===== src/rtl/alu_intr_pkg.sv =====
// Shared definitions for the ALU interrupt controller: register map,
// ALU event source indices, FSM state type and an event popcount helper.
package alu_intr_pkg;

  // register map (reg_addr)
  localparam logic [2:0] ADDR_ENABLE  = 3'd0;
  localparam logic [2:0] ADDR_PENDING = 3'd1;
  localparam logic [2:0] ADDR_STATUS  = 3'd2;
  localparam logic [2:0] ADDR_ID      = 3'd3;
  localparam logic [2:0] ADDR_HOLDOFF = 3'd4;
  localparam logic [2:0] ADDR_EVT_CNT = 3'd5;

  // ALU event source bit positions in src_evt
  localparam int SRC_DONE        = 0;
  localparam int SRC_OVERFLOW    = 1;
  localparam int SRC_DIV_BY_ZERO = 2;
  localparam int SRC_ILLEGAL_OP  = 3;

  typedef enum logic [1:0] {
    ST_IDLE    = 2'd0,
    ST_ASSERT  = 2'd1,
    ST_HOLDOFF = 2'd2
  } state_e;

  // number of set bits in an (up to) 8-source event vector
  function automatic logic [3:0] popcnt8(input logic [7:0] v);
    logic [3:0] n;
    n = '0;
    for (int i = 0; i < 8; i++) n = n + {3'b000, v[i]};
    return n;
  endfunction

endpackage


===== src/rtl/alu_intr_ctrl_if.sv =====
// Bus bundle for the ALU interrupt controller.
//   src_evt           ALU event pulses into the controller
//   reg_wr/rd/addr/wdata  register access request
//   reg_rdata/rvalid  read response, one cycle after reg_rd
//   irq/irq_id        registered interrupt level and source index
// master = driver side (ALU + CPU), slave = controller side.
interface alu_intr_ctrl_if #(parameter int NSRC = 4);
  logic [NSRC-1:0] src_evt;
  logic            reg_wr;
  logic            reg_rd;
  logic [2:0]      reg_addr;
  logic [31:0]     reg_wdata;
  logic [31:0]     reg_rdata;
  logic            reg_rvalid;
  logic            irq;
  logic [2:0]      irq_id;

  modport master (
    output src_evt, reg_wr, reg_rd, reg_addr, reg_wdata,
    input  reg_rdata, reg_rvalid, irq, irq_id
  );

  modport slave (
    input  src_evt, reg_wr, reg_rd, reg_addr, reg_wdata,
    output reg_rdata, reg_rvalid, irq, irq_id
  );
endinterface


===== src/rtl/alu_intr_prio_enc.sv =====
// Combinational lowest-index priority encoder.
//   vec  NSRC-bit request vector
//   id   index of the lowest set bit (0 when vec is empty)
//   vld  any bit of vec set
module alu_intr_prio_enc #(
  parameter int NSRC = 4
) (
  input  logic [NSRC-1:0] vec,
  output logic [2:0]      id,
  output logic            vld
);

  // scan high to low so the lowest set index is the last assignment
  always_comb begin
    id = '0;
    for (int i = NSRC - 1; i >= 0; i--) begin
      if (vec[i]) id = 3'(i);
    end
  end

  assign vld = |vec;

endmodule


===== src/rtl/alu_intr_ctrl.sv =====
// ALU interrupt controller: latches ALU event pulses into sticky PENDING
// bits, masks them with ENABLE, and drives a level irq with a programmable
// holdoff gap so every assertion is a distinct rising edge.
//   clk  clock, rising edge
//   rst  asynchronous active-high reset
//   bus  alu_intr_ctrl_if.slave: src_evt, register port, irq/irq_id
module alu_intr_ctrl
  import alu_intr_pkg::*;
#(
  parameter int NSRC        = 4,
  parameter int HOLDOFF_RST = 2
) (
  input  logic               clk,
  input  logic               rst,
  alu_intr_ctrl_if.slave     bus
);

  logic [NSRC-1:0] enable_q;
  logic [NSRC-1:0] pend_q;
  logic [NSRC-1:0] status;
  logic [7:0]      holdoff_q;
  logic [7:0]      hold_cnt_q;
  logic [15:0]     evt_cnt_q;
  logic            irq_q;
  logic [2:0]      irq_id_q;
  logic [31:0]     rdata_q;
  logic            rvalid_q;
  state_e          state_q, state_d;
  logic            hold_load;

  logic [2:0]      enc_id;
  logic            enc_vld;

  logic            wr_enable, wr_pending, wr_holdoff, wr_evt_cnt;
  logic [3:0]      evt_pop;
  logic [16:0]     cnt_sum;
  logic [15:0]     cnt_sat;
  logic [31:0]     rd_val;

  assign status = pend_q & enable_q;

  alu_intr_prio_enc #(.NSRC(NSRC)) u_prio (
    .vec (status),
    .id  (enc_id),
    .vld (enc_vld)
  );

  assign wr_enable  = bus.reg_wr && (bus.reg_addr == ADDR_ENABLE);
  assign wr_pending = bus.reg_wr && (bus.reg_addr == ADDR_PENDING);
  assign wr_holdoff = bus.reg_wr && (bus.reg_addr == ADDR_HOLDOFF);
  assign wr_evt_cnt = bus.reg_wr && (bus.reg_addr == ADDR_EVT_CNT);

  // event counter: 17-bit sum so the carry marks saturation
  assign evt_pop = popcnt8(8'(bus.src_evt));
  assign cnt_sum = {1'b0, evt_cnt_q} + 17'(evt_pop);
  assign cnt_sat = cnt_sum[16] ? 16'hFFFF : cnt_sum[15:0];

  // config registers
  always_ff @(posedge clk or posedge rst) begin
    if (rst) begin
      enable_q  <= '0;
      holdoff_q <= 8'(HOLDOFF_RST);
    end else begin
      if (wr_enable)  enable_q  <= bus.reg_wdata[NSRC-1:0];
      if (wr_holdoff) holdoff_q <= bus.reg_wdata[7:0];
    end
  end

  // sticky pending: clear applied first, so a same-cycle event wins
  always_ff @(posedge clk or posedge rst) begin
    if (rst) begin
      pend_q <= '0;
    end else if (wr_pending) begin
      pend_q <= (pend_q & ~bus.reg_wdata[NSRC-1:0]) | bus.src_evt;
    end else begin
      pend_q <= pend_q | bus.src_evt;
    end
  end

  // any write clears; events of the clearing cycle still count
  always_ff @(posedge clk or posedge rst) begin
    if (rst)             evt_cnt_q <= '0;
    else if (wr_evt_cnt) evt_cnt_q <= 16'(evt_pop);
    else                 evt_cnt_q <= cnt_sat;
  end

  // FSM next state
  always_comb begin
    state_d   = state_q;
    hold_load = 1'b0;
    case (state_q)
      ST_IDLE: begin
        if (enc_vld) state_d = ST_ASSERT;
      end
      ST_ASSERT: begin
        if (!enc_vld) begin
          if (holdoff_q == 8'd0) begin
            state_d = ST_IDLE;
          end else begin
            state_d   = ST_HOLDOFF;
            hold_load = 1'b1;
          end
        end
      end
      ST_HOLDOFF: begin
        if (hold_cnt_q <= 8'd1) state_d = ST_IDLE;
      end
      default: state_d = ST_IDLE;
    endcase
  end

  always_ff @(posedge clk or posedge rst) begin
    if (rst) state_q <= ST_IDLE;
    else     state_q <= state_d;
  end

  // counter snapshots HOLDOFF only on entry, so later writes don't disturb it
  always_ff @(posedge clk or posedge rst) begin
    if (rst) begin
      hold_cnt_q <= '0;
    end else if (hold_load) begin
      hold_cnt_q <= holdoff_q;
    end else if (state_q == ST_HOLDOFF && hold_cnt_q != 8'd0) begin
      hold_cnt_q <= hold_cnt_q - 8'd1;
    end
  end

  // irq mirrors the ASSERT state from a flop; id tracks STATUS each cycle
  always_ff @(posedge clk or posedge rst) begin
    if (rst) begin
      irq_q    <= 1'b0;
      irq_id_q <= '0;
    end else begin
      irq_q    <= (state_d == ST_ASSERT);
      irq_id_q <= enc_id;
    end
  end

  // read mux sees register values before any same-cycle write
  always_comb begin
    rd_val = '0;
    case (bus.reg_addr)
      ADDR_ENABLE:  rd_val = 32'(enable_q);
      ADDR_PENDING: rd_val = 32'(pend_q);
      ADDR_STATUS:  rd_val = 32'(status);
      ADDR_ID:      rd_val = 32'(irq_id_q);
      ADDR_HOLDOFF: rd_val = 32'(holdoff_q);
      ADDR_EVT_CNT: rd_val = 32'(evt_cnt_q);
      default:      rd_val = '0;
    endcase
  end

  always_ff @(posedge clk or posedge rst) begin
    if (rst) begin
      rdata_q  <= '0;
      rvalid_q <= 1'b0;
    end else begin
      rvalid_q <= bus.reg_rd;
      rdata_q  <= bus.reg_rd ? rd_val : 32'd0;
    end
  end

  assign bus.irq        = irq_q;
  assign bus.irq_id     = irq_id_q;
  assign bus.reg_rdata  = rdata_q;
  assign bus.reg_rvalid = rvalid_q;

endmodule


===== src/flat_wrapper.sv =====
// flat-port wrapper written by rule: the top's interface ports become plain ports
module alu_intr_ctrl_flat import alu_intr_pkg::*;
#(
  parameter int NSRC        = 4,
  parameter int HOLDOFF_RST = 2
)
  (clk, rst, bus_src_evt, bus_reg_wr, bus_reg_rd, bus_reg_addr, bus_reg_wdata, bus_reg_rdata, bus_reg_rvalid, bus_irq, bus_irq_id);
  alu_intr_ctrl_if #(.NSRC(NSRC)) bus_i ();
  input  logic clk;
  input  logic rst;
  input wire logic [$bits(bus_i.src_evt)-1:0] bus_src_evt;
  input wire logic [$bits(bus_i.reg_wr)-1:0] bus_reg_wr;
  input wire logic [$bits(bus_i.reg_rd)-1:0] bus_reg_rd;
  input wire logic [$bits(bus_i.reg_addr)-1:0] bus_reg_addr;
  input wire logic [$bits(bus_i.reg_wdata)-1:0] bus_reg_wdata;
  output wire logic [$bits(bus_i.reg_rdata)-1:0] bus_reg_rdata;
  output wire logic [$bits(bus_i.reg_rvalid)-1:0] bus_reg_rvalid;
  output wire logic [$bits(bus_i.irq)-1:0] bus_irq;
  output wire logic [$bits(bus_i.irq_id)-1:0] bus_irq_id;
  assign bus_i.src_evt = bus_src_evt;
  assign bus_i.reg_wr = bus_reg_wr;
  assign bus_i.reg_rd = bus_reg_rd;
  assign bus_i.reg_addr = bus_reg_addr;
  assign bus_i.reg_wdata = bus_reg_wdata;
  assign bus_reg_rdata = bus_i.reg_rdata;
  assign bus_reg_rvalid = bus_i.reg_rvalid;
  assign bus_irq = bus_i.irq;
  assign bus_irq_id = bus_i.irq_id;
  alu_intr_ctrl #(.NSRC(NSRC), .HOLDOFF_RST(HOLDOFF_RST)) u_core (.clk(clk), .rst(rst), .bus(bus_i));
endmodule

===== config.mk =====
export PLATFORM = sky130hd
export DESIGN_NAME = alu_intr_ctrl_flat
export DESIGN_NICKNAME = d
export VERILOG_FILES = /design/src/rtl/alu_intr_pkg.sv /design/src/rtl/alu_intr_ctrl_if.sv /design/src/rtl/alu_intr_prio_enc.sv /design/src/rtl/alu_intr_ctrl.sv /design/src/flat_wrapper.sv
export SDC_FILE = /design/constraint.sdc
export NUM_CORES = 1
export LEC_CHECK = 0
export CAP_MARGIN = 25
export CORE_MARGIN = 8
export CORE_UTILIZATION = 48
export DETAILED_ROUTE_END_ITERATION = 12
export MAX_ROUTING_LAYER = met4
export PLACE_DENSITY = 0.78
export SYNTH_ARGS = -nofsm -noshare
export SYNTH_HDL_FRONTEND = slang
export SYNTH_SLANG_ARGS = --single-unit

===== constraint.sdc =====
create_clock -name clk -period 5.1 [get_ports clk]
set_input_delay 1.275 -clock clk [delete_from_list [all_inputs] [get_ports clk]]
set_output_delay 1.275 -clock clk [all_outputs]
set_load 0.005 [all_outputs]

# Yosys cells after proc, flatten, opt, wreduce, memory -nomap -nowiden
# Index checks and enable logic that the tools add are counted.
# word_totals
register_bits,79
latchBits,0
mem_bits_rw,0
romBits,0
output_inout_bits,37
wordCells,59
n_memories,0
# op_classes
addsub,5
n_mul,0
div_mod_pow,0
n_lt_le_gt_ge,1
eq_ne,8
shifts,0
n_mux,19
bitwise_logic,5
reduce_logical,11
# ops
cell,n
16-bit one-hot mux with 6 select lines,1
16-bit two-way mux,3
16-bit by 4-bit adder with 17-bit output,1
8-bit two-way mux,2
2-bit two-way mux,5
3-bit two-way mux,3
4-bit by 1-bit adder with 4-bit output,2
4-bit AND,2
"8-bit by 1-bit <= comparator with 1-bit output, second input constant",1
8-bit zero test,1
4-bit bitwise OR,2
8-bit nonzero test,1
"8-bit by 1-bit subtractor with 8-bit output, second input constant",1
"3-bit by 2-bit == test with 1-bit output, second input constant",2
"3-bit == test, second input constant",2
2-bit one-hot mux with 3 select lines,1
1-bit logical AND,5
"2-bit by 1-bit == test with 1-bit output, second input constant",2
4-bit two-way mux,1
4-bit NOT,1
4-bit OR reduction,1
"3-bit by 1-bit == test with 1-bit output, second input constant",1
3-bit zero test,1
1-bit two-way mux,3
4 further kinds,4

# Logic depth before layout (Yosys ltp)
# depth
word_depth,6
depth_mapped,12
ltp_nobuf,11

# By module
# A second synthesis with hierarchy kept.
# unflattened
hier_cells,319
hier_area_um2,3394.5
# by_module_without_submodules
mod,instances,cells_each,area_each_um2,seq_area_each_um2
alu_intr_ctrl,1,310,3348.2,1577.8
alu_intr_prio_enc,1,9,46.3,0.0

# Worst setup path before layout
# No wires, ideal clock.
# synth_path
path_type,input to register
start,in bus_src_evt[0]
end,reg u_core.evt_cnt_q[10]
setup_time_ns,0.081
t_arrival_ns,3.675
setup_slack_ns,1.344
path_stages,12
path_cell_list,ha_1 -> inv_1 -> fa_1 -> inv_1 -> ha_1 -> inv_1 -> fa_1 -> and2b_1 -> o21ai_2 -> or3_4 -> buf_6 -> a31oi_2
# synth_between
elab_chain_len,6
# synth_rtl
element,line_no,source
start: declaration,flat_wrapper.sv:11,input wire logic [$bits(bus_i.src_evt)-1:0] bus_src_evt;
1-bit by 1-bit adder with 2-bit output,alu_intr_pkg.sv:29,"for (int i = 0; i < 8; i++) n = n + {3'b000, v[i]};"
4-bit by 1-bit adder with 4-bit output (2 in a row),alu_intr_pkg.sv:29,
16-bit by 4-bit adder with 17-bit output,alu_intr_ctrl.sv:55,"assign cnt_sum = {1'b0, evt_cnt_q} + 17'(evt_pop);"
16-bit two-way mux,alu_intr_ctrl.sv:56,assign cnt_sat = cnt_sum[16] ? 16'hFFFF : cnt_sum[15:0];
16-bit two-way mux,alu_intr_ctrl.sv:83,else if (wr_evt_cnt) evt_cnt_q <= 16'(evt_pop);
end signal: assignment,alu_intr_ctrl.sv:83,
end signal: assignment,alu_intr_ctrl.sv:84,else evt_cnt_q <= cnt_sat;
end: declaration,alu_intr_ctrl.sv:23,logic [15:0] evt_cnt_q;
# Every way passes these cells.
# A chain may end at the register's enable or synchronous reset.

# Final worst setup path
# layout_path
start,in bus_src_evt[1]
end,reg u_core.evt_cnt_q[2]
# layout_between
elab_chain_len,6
# layout_rtl
element,line_no
1-bit by 1-bit adder with 2-bit output *,alu_intr_pkg.sv:29
4-bit by 1-bit adder with 4-bit output * (2 in a row),alu_intr_pkg.sv:29
16-bit by 4-bit adder with 17-bit output,alu_intr_ctrl.sv:55
16-bit two-way mux,alu_intr_ctrl.sv:56
16-bit two-way mux *,alu_intr_ctrl.sv:83
# Every way passes the cells marked *; elsewhere a longest branch is shown, timed or not.

==> out/qor.json <==
{
  "synth_area": {"value": 3370, "unit": "um2"},
  "drc_errors": {"value": 0},
  "number_of_cells_upsized_or_downsized_after_cts": {"value": 0},
  "worst_path_largest_cell_delay": {"value": 510, "unit": "ps"},
  "max-slew-margin-rel": {"value": 46.6, "unit": "%"},
  "place.gp.congestion": {"value": 0.880},
  "die_area": {"value": 9950, "unit": "um2"},
  "synth.top_cell.area_share": {"value": 45.3, "unit": "%"},
  "post-route-cell-area": {"value": 3970, "unit": "um2"},
  "timing.clock.skew": {"value": 8.15, "unit": "ps"},
  "count_of_different_cell_masters_after_synthesis": {"value": 67},
  "cp_slowest_cell": {"value": "or3_4"},
  "max-clock-path-buffers": {"value": 2},
  "rsz0062_at_grt": {"value": "no"},
  "n_fill_cell": {"value": 600},
  "dp.cells": {"value": 433},
  "final_layout_size_suffix_gt1_share": {"value": 15.9, "unit": "%"},
  "netlist_top_cells_count": {"value": "dfrtp_1, nand2_1, buf_4, nor2_1"},
  "worstPathRequired": {"value": 5360, "unit": "ps"},
  "min_period_over_period": {"value": 79.7, "unit": "%"},
  "routed_wl": {"value": 7260, "unit": "um"},
  "fmaxAchievable": {"value": 246, "unit": "MHz"},
  "setup_viol": {"value": 0},
  "synth_most_common_cell": {"value": "dfrtp_1"},
  "clkTransAtPathRegs": {"value": 70, "unit": "ps"},
  "ir_drop": {"value": 215, "unit": "uV"},
  "yosys.area.top_type": {"value": "dfrtp_1"},
  "dp_hpwl": {"value": 5320, "unit": "um"},
  "cp.arrival": {"value": 4330, "unit": "ps"},
  "status": {"value": "finished clean"},
  "timing.final.crit_period": {"value": 4060, "unit": "ps"},
  "diodes": {"value": 0},
  "synth.yosys.seq_area_share": {"value": 46.1, "unit": "%"},
  "drt_iter0_drc": {"value": 149},
  "worstSetupPathType": {"value": "in -> reg"},
  "io_pins": {"value": 80},
  "syn2layout_area_growth": {"value": 17.9, "unit": "%"},
  "fin_ws": {"value": 1040, "unit": "ps"},
  "timing_worst_slew_pin_value": {"value": 798, "unit": "ps"},
  "initial_drt_pass_iterations": {"value": 4},
  "final.hold.worst_slack": {"value": 527, "unit": "ps"},
  "maxCapViolations": {"value": 0},
  "worst_path_most_repeated_cell": {"value": "inv_1"},
  "nature_of_the_critical_path_endpoint": {"value": "flip-flop"},
  "clock_tree_from_tritoncts": {"value": "done"},
  "placement.setup.worst_slack": {"value": 703, "unit": "ps"},
  "clock_latency_on_the_worst_skew_pair": {"value": 340, "unit": "ps"},
  "globalRouteOverflowTotal": {"value": 0},
  "grt_start_max_net_pins": {"value": 36},
  "post_layout_nonfiller_instances": {"value": 449},
  "synth-edff-count": {"value": 0},
  "synth_seq_cells": {"value": 62},
  "postSynthAreaPerCell": {"value": 10.9, "unit": "um2"},
  "post_drt_wl_per_cell": {"value": 16.2, "unit": "um"},
  "final_nets": {"value": 400},
  "final_hold_viol_count": {"value": 0},
  "timing.setup.tns": {"value": 0, "unit": "ps"},
  "drtAntennaViolNets": {"value": 0},
  "start_kind": {"value": "primary input"},
  "async_flop_share": {"value": 100, "unit": "%"},
  "ctsHtreeMaxLevel": {"value": 3},
  "syn-instance-count": {"value": 308},
  "cts_inserted_buffers": {"value": 9},
  "core-area": {"value": 6790, "unit": "um2"},
  "vias_in_the_first_global_route": {"value": 2606},
  "grt_pass1_wl": {"value": 12300, "unit": "um"},
  "place_area": {"value": 3750, "unit": "um2"},
  "floorplan.die.width": {"value": 99.8, "unit": "um"},
  "ctsRootBufferMaster": {"value": "clkbuf_8"},
  "grt_antenna_before_repair": {"value": 0},
  "gr-usage-all-layers": {"value": 15.9, "unit": "%"},
  "worst_path_max_fanout": {"value": 12},
  "count_of_buffers_inserted_at_the_top_level_ports": {"value": 38},
  "slew_violations": {"value": 0},
  "postCtsSetupRepairBufs": {"value": 0},
  "number_of_vias_in_the_routed_layout": {"value": 2465},
  "post_drt_via_cell_ratio": {"value": 5.49},
  "synth-warning-count": {"value": 0},
  "critical_path_buffer_and_inverter_count": {"value": 4},
  "die_y": {"value": 99.8, "unit": "um"},
  "cp_cell_sequence": {"value": "clkdlybuf4s50_1 > ha_1 > inv_1 > fa_1 > inv_1 > ha_1 > inv_1 > fa_1 > and2b_1 > o21ai_2 > or3_4 > a31oi_1"},
  "holdCritPathClass": {"value": "reg -> reg"},
  "leakage": {"value": 1.67, "unit": "nW"},
  "fp-row-count": {"value": 30},
  "power-per-cell-area": {"value": 411, "unit": "nW/um2"},
  "initial_core_util": {"value": 49.6, "unit": "%"},
  "dominantRegCellSynth": {"value": "dfrtp_1"},
  "synthTopCellsByArea": {"value": "dfrtp_1, mux2_2, buf_4, ha_1, a21oi_2"},
  "post_cts_hold_buffer_count": {"value": 0},
  "cp_top_family": {"value": "adder cells"},
  "cts.sinks": {"value": 62}
}
-- metrics by stage --
stage,utilization (%),power (mW)
final,58.4,1.63
after global routing,58.4,1.73
after CTS,58.4,1.64
after detailed placement,55.1,1.15
after global placement,55.1,1.13
after floorplan,-,1.04
-- sequential cells by signal (all words and copies together), names as in the netlist --
signal                 count
u_core.evt_cnt_q          16
u_core.hold_cnt_q          8
u_core.bus.irq             1
u_core.state_q             2
u_core.bus.irq_id          2
u_core.enable_q            4
u_core.holdoff_q           8
u_core.pend_q              4
u_core.bus.reg_rvalid      1
u_core.bus.reg_rdata      16
-- worst reg2reg max path, stage by stage, from the launching register on --
cell and delay [ps]:
dfrtp_1 360, ha_1 180, inv_1 60, fa_1 390, and2b_1 310, o21ai_2 110
or3_4 510, a31oi_1 200
-- final cells by class --
cell class	count	area (um2)	share of cell area, %
Clock buffer	10	138	3.47
Timing Repair Buffer	39	388	9.77
Sequential cell	62	1550	39.1
Inverter	13	48.8	1.23
Clock inverter	6	85.1	2.14
Tap cell	96	120	3.03
Multi-Input combinational cell	223	1640	41.2
-- cells in the final DEF (no fill, tap or decap), drive strengths merged, types with 3 or more instances in the layout --
cell,count
or4,3
nor4,5
ha,7
conb,17
clkdlybuf4s50,38
a22o,4
xnor2,6
and3,7
a31oi,6
a21o,4
dfrtp,61
and2,10
mux2i,6
clkbuf,10
nand2,19
nand3b,3
a21oi,17
nand3,7
a22oi,4
nand2b,8
nand4,6
nor2,18
o21ai,7
inv,13
mux2,13
a221o,4
xor2,4
nor2b,5
-- layer usage --
metal	up-vias	part of all wire [%]	track usage (%)
met4	0	1.9	8.85
met5	-	0	-
met3	12	3.6	2.79
met2	65	48	24.1
li1	1154	-	-
met1	1234	46	19.7
-- power breakdown --
| part | leakage [nW] | switching [mW] | internal, mW |
|---|---|---|---|
| registers | 0.780 | 0.119 | 0.591 |
| clock network | 0.108 | 0.199 | 0.287 |
| logic | 0.780 | 0.210 | 0.227 |
-- path summary, 6_finish.rpt --
| path | start | endpoint | slack, ps | depth (start not counted) |
|---|---|---|---|---|
| max reg2reg | u_core.evt_cnt_q[0]$_DFF_PP0_ | u_core.evt_cnt_q[2]$_DFF_PP0_ | 2900 | 7 |
| max | bus_src_evt[1] | u_core.evt_cnt_q[2]$_DFF_PP0_ | 1040 | 12 |
| min reg2reg | u_core.evt_cnt_q[13]$_DFF_PP0_ | u_core.bus.reg_rdata[13]$_DFF_PP0_ | 530 | 1 |
| min in group asynchronous | rst | u_core.bus.reg_rdata[9]$_DFF_PP0_ | 1320 | 2 |
| max in group asynchronous | rst | u_core.holdoff_q[1]$_DFFE_PP1P_ | 2870 | 3 |
| min | u_core.evt_cnt_q[13]$_DFF_PP0_ | u_core.bus.reg_rdata[13]$_DFF_PP0_ | 530 | 1 |
-- cells by family (layout without fill, tap and decap cells) --
kind of cell	count (synthesis)	count (layout)	synth area share (%)
flops	62	62	46.1
simple gates	103	103	18.1
fa+ha+maj	9	9	3.79
compound gates	63	63	14.8
mux	21	21	7.47
xor+xnor	10	10	2.60
other cells	1	17	0.111
buf+inv	39	68	7.06
Note: power is estimated with default switching activity, not from simulation.
